**src/rtl/biquad_coeff_sequencer_if.sv**
```systemverilog
// Host-side shadow-write/commit bus and coefficient distribution bus of the
// biquad coefficient sequencer, with master (host/bench) and slave (sequencer) views.
interface biquad_coeff_sequencer_if #(
  parameter int NCOEFF  = 2,
  parameter int NTARGET = 2,
  parameter int CBITS   = 18
);
  localparam int AW = (NCOEFF  > 1) ? $clog2(NCOEFF)  : 1;
  localparam int TW = (NTARGET > 1) ? $clog2(NTARGET) : 1;

  logic [AW-1:0]      host_adr_i;
  logic [TW-1:0]      host_tgt_i;
  logic [CBITS-1:0]   host_dat_i;
  logic               host_wr_i;
  logic               host_commit_i;
  logic               update_sync_i;
  logic [CBITS-1:0]   coeff_dat_o;
  logic [NTARGET-1:0] coeff_wr_o;
  logic [NTARGET-1:0] coeff_update_o;
  logic               busy_o;
  logic               done_o;
  logic               err_o;

  modport master (
    output host_adr_i, host_tgt_i, host_dat_i, host_wr_i, host_commit_i, update_sync_i,
    input  coeff_dat_o, coeff_wr_o, coeff_update_o, busy_o, done_o, err_o
  );

  modport slave (
    input  host_adr_i, host_tgt_i, host_dat_i, host_wr_i, host_commit_i, update_sync_i,
    output coeff_dat_o, coeff_wr_o, coeff_update_o, busy_o, done_o, err_o
  );
endinterface

```
**src/rtl/biquad_coeff_sequencer.sv**
```systemverilog
// Shadow coefficient RAM plus sequencer that replays a committed set into one
// biquad target (highest index first) and then fires its coeff_update strobe.
module biquad_coeff_sequencer #(
  parameter int NCOEFF      = 2,
  parameter int NTARGET     = 2,
  parameter int SYNC_UPDATE = 1,
  parameter int CBITS       = 18
) (
  input  logic                     clk,
  input  logic                     rst,
  biquad_coeff_sequencer_if.slave  bus
);
  localparam int AW    = (NCOEFF  > 1) ? $clog2(NCOEFF)  : 1;
  localparam int TW    = (NTARGET > 1) ? $clog2(NTARGET) : 1;
  localparam int DEPTH = 2 ** (AW + TW);

  typedef enum logic [2:0] {S_IDLE, S_LOAD, S_WAIT_SYNC, S_UPDATE, S_DONE} state_t;

  state_t             state_q;
  logic [TW-1:0]      tgt_q;
  logic [AW-1:0]      k_q;
  logic               phase_q;
  logic               last_q;
  logic [CBITS-1:0]   dat_q;
  logic [NTARGET-1:0] wr_q;
  logic [NTARGET-1:0] upd_q;
  logic               busy_q;
  logic               done_q;
  logic               err_q;

  logic [CBITS-1:0]   shadow_mem [DEPTH];

  logic               tgt_bad_d;
  logic               adr_bad_d;
  logic               wr_ok_d;
  logic               commit_ok_d;
  logic               err_d;
  logic [NTARGET-1:0] tgt_hot_d;

  always_comb begin
    tgt_bad_d   = 32'(bus.host_tgt_i) >= NTARGET;
    adr_bad_d   = 32'(bus.host_adr_i) >= NCOEFF;
    // The set being replayed is frozen; other targets' sets stay writable.
    wr_ok_d     = bus.host_wr_i && !tgt_bad_d && !adr_bad_d &&
                  !(busy_q && (bus.host_tgt_i == tgt_q));
    commit_ok_d = bus.host_commit_i && !tgt_bad_d && (state_q == S_IDLE);
    err_d       = (bus.host_wr_i && !wr_ok_d) || (bus.host_commit_i && !commit_ok_d);
    tgt_hot_d          = '0;
    tgt_hot_d[tgt_q]   = 1'b1;
  end

  always_ff @(posedge clk) begin
    if (wr_ok_d) begin
      shadow_mem[{bus.host_tgt_i, bus.host_adr_i}] <= bus.host_dat_i;
    end
  end

  // LOAD alternates a read/strobe phase with a hold phase, so each word sits on
  // the bus for the strobe cycle and the following capture cycle.
  always_ff @(posedge clk or posedge rst) begin
    if (rst) begin
      state_q <= S_IDLE;
      tgt_q   <= '0;
      k_q     <= '0;
      phase_q <= 1'b0;
      last_q  <= 1'b0;
      dat_q   <= '0;
      wr_q    <= '0;
      upd_q   <= '0;
      busy_q  <= 1'b0;
      done_q  <= 1'b0;
      err_q   <= 1'b0;
    end else begin
      err_q  <= err_d;
      done_q <= 1'b0;
      case (state_q)
        S_IDLE: begin
          if (commit_ok_d) begin
            tgt_q   <= bus.host_tgt_i;
            k_q     <= AW'(NCOEFF - 1);
            phase_q <= 1'b0;
            last_q  <= 1'b0;
            busy_q  <= 1'b1;
            state_q <= S_LOAD;
          end
        end
        S_LOAD: begin
          if (!phase_q) begin
            if (last_q) begin
              if (SYNC_UPDATE != 0) begin
                state_q <= S_WAIT_SYNC;
              end else begin
                upd_q   <= tgt_hot_d;
                state_q <= S_UPDATE;
              end
            end else begin
              dat_q   <= shadow_mem[{tgt_q, k_q}];
              wr_q    <= tgt_hot_d;
              phase_q <= 1'b1;
            end
          end else begin
            wr_q    <= '0;
            phase_q <= 1'b0;
            if (k_q == '0) begin
              last_q <= 1'b1;
            end else begin
              k_q <= k_q - 1'b1;
            end
          end
        end
        S_WAIT_SYNC: begin
          if (bus.update_sync_i) begin
            upd_q   <= tgt_hot_d;
            state_q <= S_UPDATE;
          end
        end
        S_UPDATE: begin
          upd_q   <= '0;
          done_q  <= 1'b1;
          busy_q  <= 1'b0;
          state_q <= S_DONE;
        end
        S_DONE: begin
          state_q <= S_IDLE;
        end
        default: begin
          state_q <= S_IDLE;
        end
      endcase
    end
  end

  assign bus.coeff_dat_o    = dat_q;
  assign bus.coeff_wr_o     = wr_q;
  assign bus.coeff_update_o = upd_q;
  assign bus.busy_o         = busy_q;
  assign bus.done_o         = done_q;
  assign bus.err_o          = err_q;
endmodule
```
**src/flat_wrapper.sv**
```systemverilog
// flat-port wrapper written by rule: the top's interface ports become plain ports
module biquad_coeff_sequencer_flat 
#(
  parameter int NCOEFF      = 2,
  parameter int NTARGET     = 2,
  parameter int SYNC_UPDATE = 1,
  parameter int CBITS       = 18
)
  (clk, rst, bus_host_adr_i, bus_host_tgt_i, bus_host_dat_i, bus_host_wr_i, bus_host_commit_i, bus_update_sync_i, bus_coeff_dat_o, bus_coeff_wr_o, bus_coeff_update_o, bus_busy_o, bus_done_o, bus_err_o);
  biquad_coeff_sequencer_if #(.NCOEFF(NCOEFF), .NTARGET(NTARGET), .CBITS(CBITS)) bus_i ();
  input  logic clk;
  input  logic rst;
  input wire logic [$bits(bus_i.host_adr_i)-1:0] bus_host_adr_i;
  input wire logic [$bits(bus_i.host_tgt_i)-1:0] bus_host_tgt_i;
  input wire logic [$bits(bus_i.host_dat_i)-1:0] bus_host_dat_i;
  input wire logic [$bits(bus_i.host_wr_i)-1:0] bus_host_wr_i;
  input wire logic [$bits(bus_i.host_commit_i)-1:0] bus_host_commit_i;
  input wire logic [$bits(bus_i.update_sync_i)-1:0] bus_update_sync_i;
  output wire logic [$bits(bus_i.coeff_dat_o)-1:0] bus_coeff_dat_o;
  output wire logic [$bits(bus_i.coeff_wr_o)-1:0] bus_coeff_wr_o;
  output wire logic [$bits(bus_i.coeff_update_o)-1:0] bus_coeff_update_o;
  output wire logic [$bits(bus_i.busy_o)-1:0] bus_busy_o;
  output wire logic [$bits(bus_i.done_o)-1:0] bus_done_o;
  output wire logic [$bits(bus_i.err_o)-1:0] bus_err_o;
  assign bus_i.host_adr_i = bus_host_adr_i;
  assign bus_i.host_tgt_i = bus_host_tgt_i;
  assign bus_i.host_dat_i = bus_host_dat_i;
  assign bus_i.host_wr_i = bus_host_wr_i;
  assign bus_i.host_commit_i = bus_host_commit_i;
  assign bus_i.update_sync_i = bus_update_sync_i;
  assign bus_coeff_dat_o = bus_i.coeff_dat_o;
  assign bus_coeff_wr_o = bus_i.coeff_wr_o;
  assign bus_coeff_update_o = bus_i.coeff_update_o;
  assign bus_busy_o = bus_i.busy_o;
  assign bus_done_o = bus_i.done_o;
  assign bus_err_o = bus_i.err_o;
  biquad_coeff_sequencer #(.NCOEFF(NCOEFF), .NTARGET(NTARGET), .SYNC_UPDATE(SYNC_UPDATE), .CBITS(CBITS)) u_core (.clk(clk), .rst(rst), .bus(bus_i));
endmodule
```
**config.mk**
```make
export PLATFORM = sky130hd
export DESIGN_NAME = biquad_coeff_sequencer_flat
export DESIGN_NICKNAME = d
export VERILOG_FILES = /design/src/rtl/biquad_coeff_sequencer_if.sv /design/src/rtl/biquad_coeff_sequencer.sv /design/src/flat_wrapper.sv
export SDC_FILE = /design/constraint.sdc
export NUM_CORES = 1
export LEC_CHECK = 0
export ABC_AREA = 1
export CAP_MARGIN = 20
export CORE_ASPECT_RATIO = 2
export CORE_UTILIZATION = 55
export DETAILED_ROUTE_END_ITERATION = 7
export HOLD_SLACK_MARGIN = 0.06
export PLACE_DENSITY = 0.87
export SETUP_SLACK_MARGIN = 0.02
export SYNTH_ARGS = -nofsm -noshare
export SYNTH_HDL_FRONTEND = slang
export SYNTH_SLANG_ARGS = --single-unit
```
**constraint.sdc**
```tcl
create_clock -name clk -period 3.1 [get_ports clk]
set_clock_uncertainty 0.05 [all_clocks]
set_input_delay 0.62 -clock clk [delete_from_list [all_inputs] [get_ports clk]]
set_output_delay 0.62 -clock clk [all_outputs]
set_load 0.005 [all_outputs]
```
After elaboration in Yosys (flattened, before gate mapping)
Memories as Yosys holds them, arrays and structs flattened. A register that Yosys moved wholly into a read port is not among the register bits.
Cells that the tools add are included.
Storage, ports and cells
  output and inout port bits: 25
  memories kept: 1
  bits of input ports: 25
  bits in registers: 14
  memory bits (writable): 72
  word-level logic and storage cells: 76
Memory list
  u_core.shadow_mem: depth 4, width 18, rd ports 1, clocked after memory_dff 1, wr ports 1, line biquad_coeff_sequencer.sv:31  | logic [CBITS-1:0] shadow_mem [DEPTH];
Operators by class
  magnitude comparators: 2
  multiplexer cells: 26
  equality and inequality tests: 11
  reductions and logical operators: 23
  bitwise logic cells: 2
  add/sub/neg operators: 1
Operator list (number)
  two-way mux 1 bit: 12
  two-way mux 3 bit: 4
  one-hot mux 3 bit (4 select lines): 1
  AND reduction 2 bit: 5
  != test 2 x 1 -> 1 bit (second input constant): 4
  one-hot mux 1 bit (2 select lines): 4
  AND reduction 4 bit: 2
  == test 3 x 2 -> 1 bit (second input constant): 2
  logical AND 1 bit: 6
  two-way mux 2 bit: 3
  != test 2 bit (second input constant): 3
  AND reduction 3 bit: 2
  nonzero test 2 bit: 3
  one-hot mux 2 bit (2 select lines): 1
  == test 3 x 1 -> 1 bit (second input constant): 1
  zero test 1 bit: 3
  zero test 3 bit: 1
  less-than comparator 1 x 2 -> 1 bit (second input constant): 1
  NOT 1 bit: 2
  demux 1 bit (select 1 bit): 1
  == test 1 bit: 1
  >= comparator 1 bit (second input constant): 1
  logical OR 1 bit: 1
  subtractor 1 bit (second input constant): 1

Depth between registers and ports, before layout
  word-level depth: 7
  mapped depth: 8
  mapped depth without buffers: 6

Least setup slack after synthesis
No wires, ideal clock.
  path kind: input to register
  start: in bus_host_tgt_i
  end: mem u_core.shadow_mem[0][0], enable pin
  stages on the path: 5
  path buffers: 0
  path slack: 0.442 ns
  arrival: 2.192 ns
  library setup time: 0.416 ns
  cells stage by stage: inv_1 > nand2_1 > nand3_1 > nand2_1 > nor3_1
Between the ends
  word-level cells in the longest chain between the ends: 6
Ends and longest elaborated chain
  from (decl): line flat_wrapper.sv:14  | input wire logic [$bits(bus_i.host_tgt_i)-1:0] bus_host_tgt_i;
  == test 1 bit: line biquad_coeff_sequencer.sv:45  | !(busy_q && (bus.host_tgt_i == tgt_q));
  logical AND 1 bit: line biquad_coeff_sequencer.sv:45
  zero test 1 bit: line biquad_coeff_sequencer.sv:45
  logical AND 1 bit: line biquad_coeff_sequencer.sv:44  | wr_ok_d = bus.host_wr_i && !tgt_bad_d && !adr_bad_d &&
  two-way mux 1 bit: line biquad_coeff_sequencer.sv:53  | if (wr_ok_d) begin
  two-way mux 1 bit (not written as such): line biquad_coeff_sequencer.sv:54  | shadow_mem[{bus.host_tgt_i, bus.host_adr_i}] <= bus.host_dat_i;
  to (decl): line biquad_coeff_sequencer.sv:31
Several ways; a longest one is shown, not always the timed one.

Final worst setup path
  start: in bus_host_tgt_i
  end: mem u_core.shadow_mem[0][12], enable pin
The elaborated chain is that of the path after synthesis.

==> metrics.cfg <==
[run_status]
status = complete, no violations

[global_route]
overflow = 0
grt_pass1_vias = 2758
grt_usage_pct = 22.8
grt_max_degree = 39
grt_pass1_wl_um = 12700
antenna_found_initial = 0

[worst_setup_path]
cp_max_fo = 18
critical_path_class = primary input to flop
crit_buf_inv = 3
rrSetupSlack_ps = 1190
reg2reg_depth = 6
worstReg2RegStart = u_core.tgt_q$_DFFE_PP0P_
crit_chain = clkdlybuf4s50_1, inv_1, nand2_1, nand3_1, nand2_1, nor3_2, buf_4
crit_top_cell = nand2_1
worstPathArrival_ps = 2120
critPathTopFamily = buffers and inverters
cpPeakStageDelay_ps = 500
start_kind = primary input
cp-end-kind = flop
crit_required_ps = 3070
rr_endpoint = u_core.shadow_mem[0][12]$_DFFE_PP_
cpMaxStageDelayCell = clkdlybuf4s50_1

[timing]
finalMaxSlewViolations = 0
rsz0062_at_grt = false
worst_pin_slew_ps = 574
post-route-period-util_pct = 69.5
slew-limit-headroom_pct = 61.7
setup_viol = 0
fmax_mhz = 464
fin_setup_tns_ps = 0
hold_viol = 0
fin_crit_ps = 2150
setup_ws_ps = 946

[final_layout]
drive_above_1_share_pct = 8.59
area_delta_synth_final_pct = 21.6
insertedDiodeCount = 0
layout_commonest_cell = nand2_1
final_cell_mix = 92 x nand2_1, 75 x nor2_1, 72 x edfxtp_1, 49 x clkdlybuf4s50_1, 32 x dfrtp_1
fin_nets = 439

[synthesis]
postSynthAreaPerCell_um2 = 11.3
yosys_warnings = 0
yosys-top-cells-area = edfxtp_1 53%, dfrtp_1 20%, nand2_1 8.5%, nor2_1 6.9%, o21ai_0 2.8%
syn_inst = 361
synth_top_area_share_pct = 53.1
synth_nets = 386
synth.distinct_cells = 19
ys_seq_area_share_pct = 72.8
netlist_area_um2 = 4070
synth_top_cell_by_area = edfxtp_1
ys_seq_elements = 104

[clock_network]
post_cts_buffers = 0
cts_sinks = 104
htreeDepth = 3
clk_pin_slew_worst_paths_ps = 70
cts_resized = 0
clockBufferDepth = 2
worstSkewPairLatency_ps = 340
cts_tree = yes
cts_made_buffers = 9
hold_buffers = 0
cts_root_buf = clkbuf_16

[die]
start_util_pct = 56.4
io_pins = 50
rows = 44
die_w_um = 62.8
fp.dieArea_um2 = 7770
die_y_um = 124
core_area_um2 = 7210

[power]
p_int_uw = 2990
p_sw_share_pct = 33.6
p_comb_share_pct = 33.9
ir_drop_uv = 538
p_seq_share_pct = 42.0
power.leakage_uw = 0.00200
clkPwrFrac_pct = 24.2
p_sw_uw = 1520
power_density_nw_per_um2 = 911

[placed_design]
place_hpwl_um = 5110
place_congestion = 0.806
pre_cts_slack_ps = 670
port_buffers = 49

[hold_path]
hold_path_startpoint = u_core.bus.coeff_dat_o[3]$_DFFE_PP0P_
min_path_type = flop to flop
hold_path_depth = 2
hold_end = u_core.bus.coeff_dat_o[3]$_DFFE_PP0P_

[routing]
drc = 0
dr_total_vias = 2779
finalWirelength_um = 8250
dr.pass1.iters = 5
avgRoutedWirePerCell_um = 16.1
ant_nets = 0
drt_iter0_drc = 229
via_per_inst = 5.44

[flow_run]
max_cap_viol_count = 0

==> sequential cells by signal, indices dropped and copies added, names as in the netlist <==
name / cells
u_core.k_q: 1
u_core.tgt_q: 1
u_core.bus.coeff_dat_o: 18
u_core.bus.busy_o: 1
u_core.bus.coeff_update_o: 2
u_core.bus.done_o: 1
u_core.state_q: 3
u_core.phase_q: 1
u_core.shadow_mem: 72
u_core.bus.err_o: 1
u_core.bus.coeff_wr_o: 2
u_core.last_q: 1
==> how the worst max path moves through the flow <==
stage	from	cells past startpoint	to	slack [ps]
floorplan	bus_host_tgt_i	5	u_core.shadow_mem[0][0]$_DFFE_PP_	440
detailed placement	bus_host_tgt_i	7	u_core.shadow_mem[1][2]$_DFFE_PP_	670
global placement	bus_host_tgt_i	7	u_core.shadow_mem[3][12]$_DFFE_PP_	760
global route	bus_host_tgt_i	7	u_core.shadow_mem[0][14]$_DFFE_PP_	830
finish	bus_host_tgt_i	7	u_core.shadow_mem[0][12]$_DFFE_PP_	950
CTS	bus_host_tgt_i	7	u_core.shadow_mem[0][16]$_DFFE_PP_	980
==> logic make-up (layout without fill, tap and decap cells) <==
| logic type | count (synthesis) | in the layout | synth area share (%) |
|---|---|---|---|
| flops | 104 | 104 | 72.8 |
| simple gates | 183 | 183 | 17.7 |
| buf+inv | 30 | 88 | 4.03 |
| compound gates | 44 | 44 | 5.44 |
==> per-stage QoR <==
stage                     instance area, um2  util, %  hold slack (ps)  instances  total power [uW]
final                                   4950     68.6              433        511              4510
after CTS                               4950     68.6              434        511              4510
after floorplan                         4070        -              415        361              2870
after detailed placement                4650     64.4              416        495              3390
after global placement                  4650     64.4              413        495              3320
after global routing                    4950     68.6              453        511              4790
==> area by class of cell <==
cell class                      count  area, um2
Clock buffer                       11        264
Clock inverter                      5       36.3
Fill cell                         492       2260
Inverter                           15       56.3
Multi-Input combinational cell    227        962
Sequential cell                   104       2960
Tap cell                           92        115
Timing Repair Buffer               57        551
==> layer usage <==
layer	GRT usage, %	part of all wire (%)
met5	0	0
met4	16.6	3.5
met3	5.31	5.9
met2	39.6	54
met1	24.1	36
==> synthesized netlist by cell type (all sizes together) <==
| library cell | count |
|---|---|
| o22ai | 1 |
| clkbuf | 3 |
| nand3 | 9 |
| nor2 | 77 |
| dfrtp | 32 |
| nand4 | 1 |
| edfxtp | 72 |
| buf | 12 |
| o21ai | 43 |
| nor3 | 4 |
| inv | 15 |
| nand2 | 92 |
==> worst reg2reg max path: cells and delay by family (launching register included) <==
kind	cells	cell delay, ps
flip-flops	1	400
AND/OR/NAND/NOR	4	530
buffers and inverters	2	600
==> power groups by stage <==
stage	clock network [uW]	logic, uW	registers, uW
after CTS	1110	1510	1890
after detailed placement	0	1480	1910
final	1090	1530	1890
after global placement	0	1430	1890
after floorplan	0	962	1910
after global routing	1160	1700	1920
Note: power is estimated with default switching activity, not from simulation.
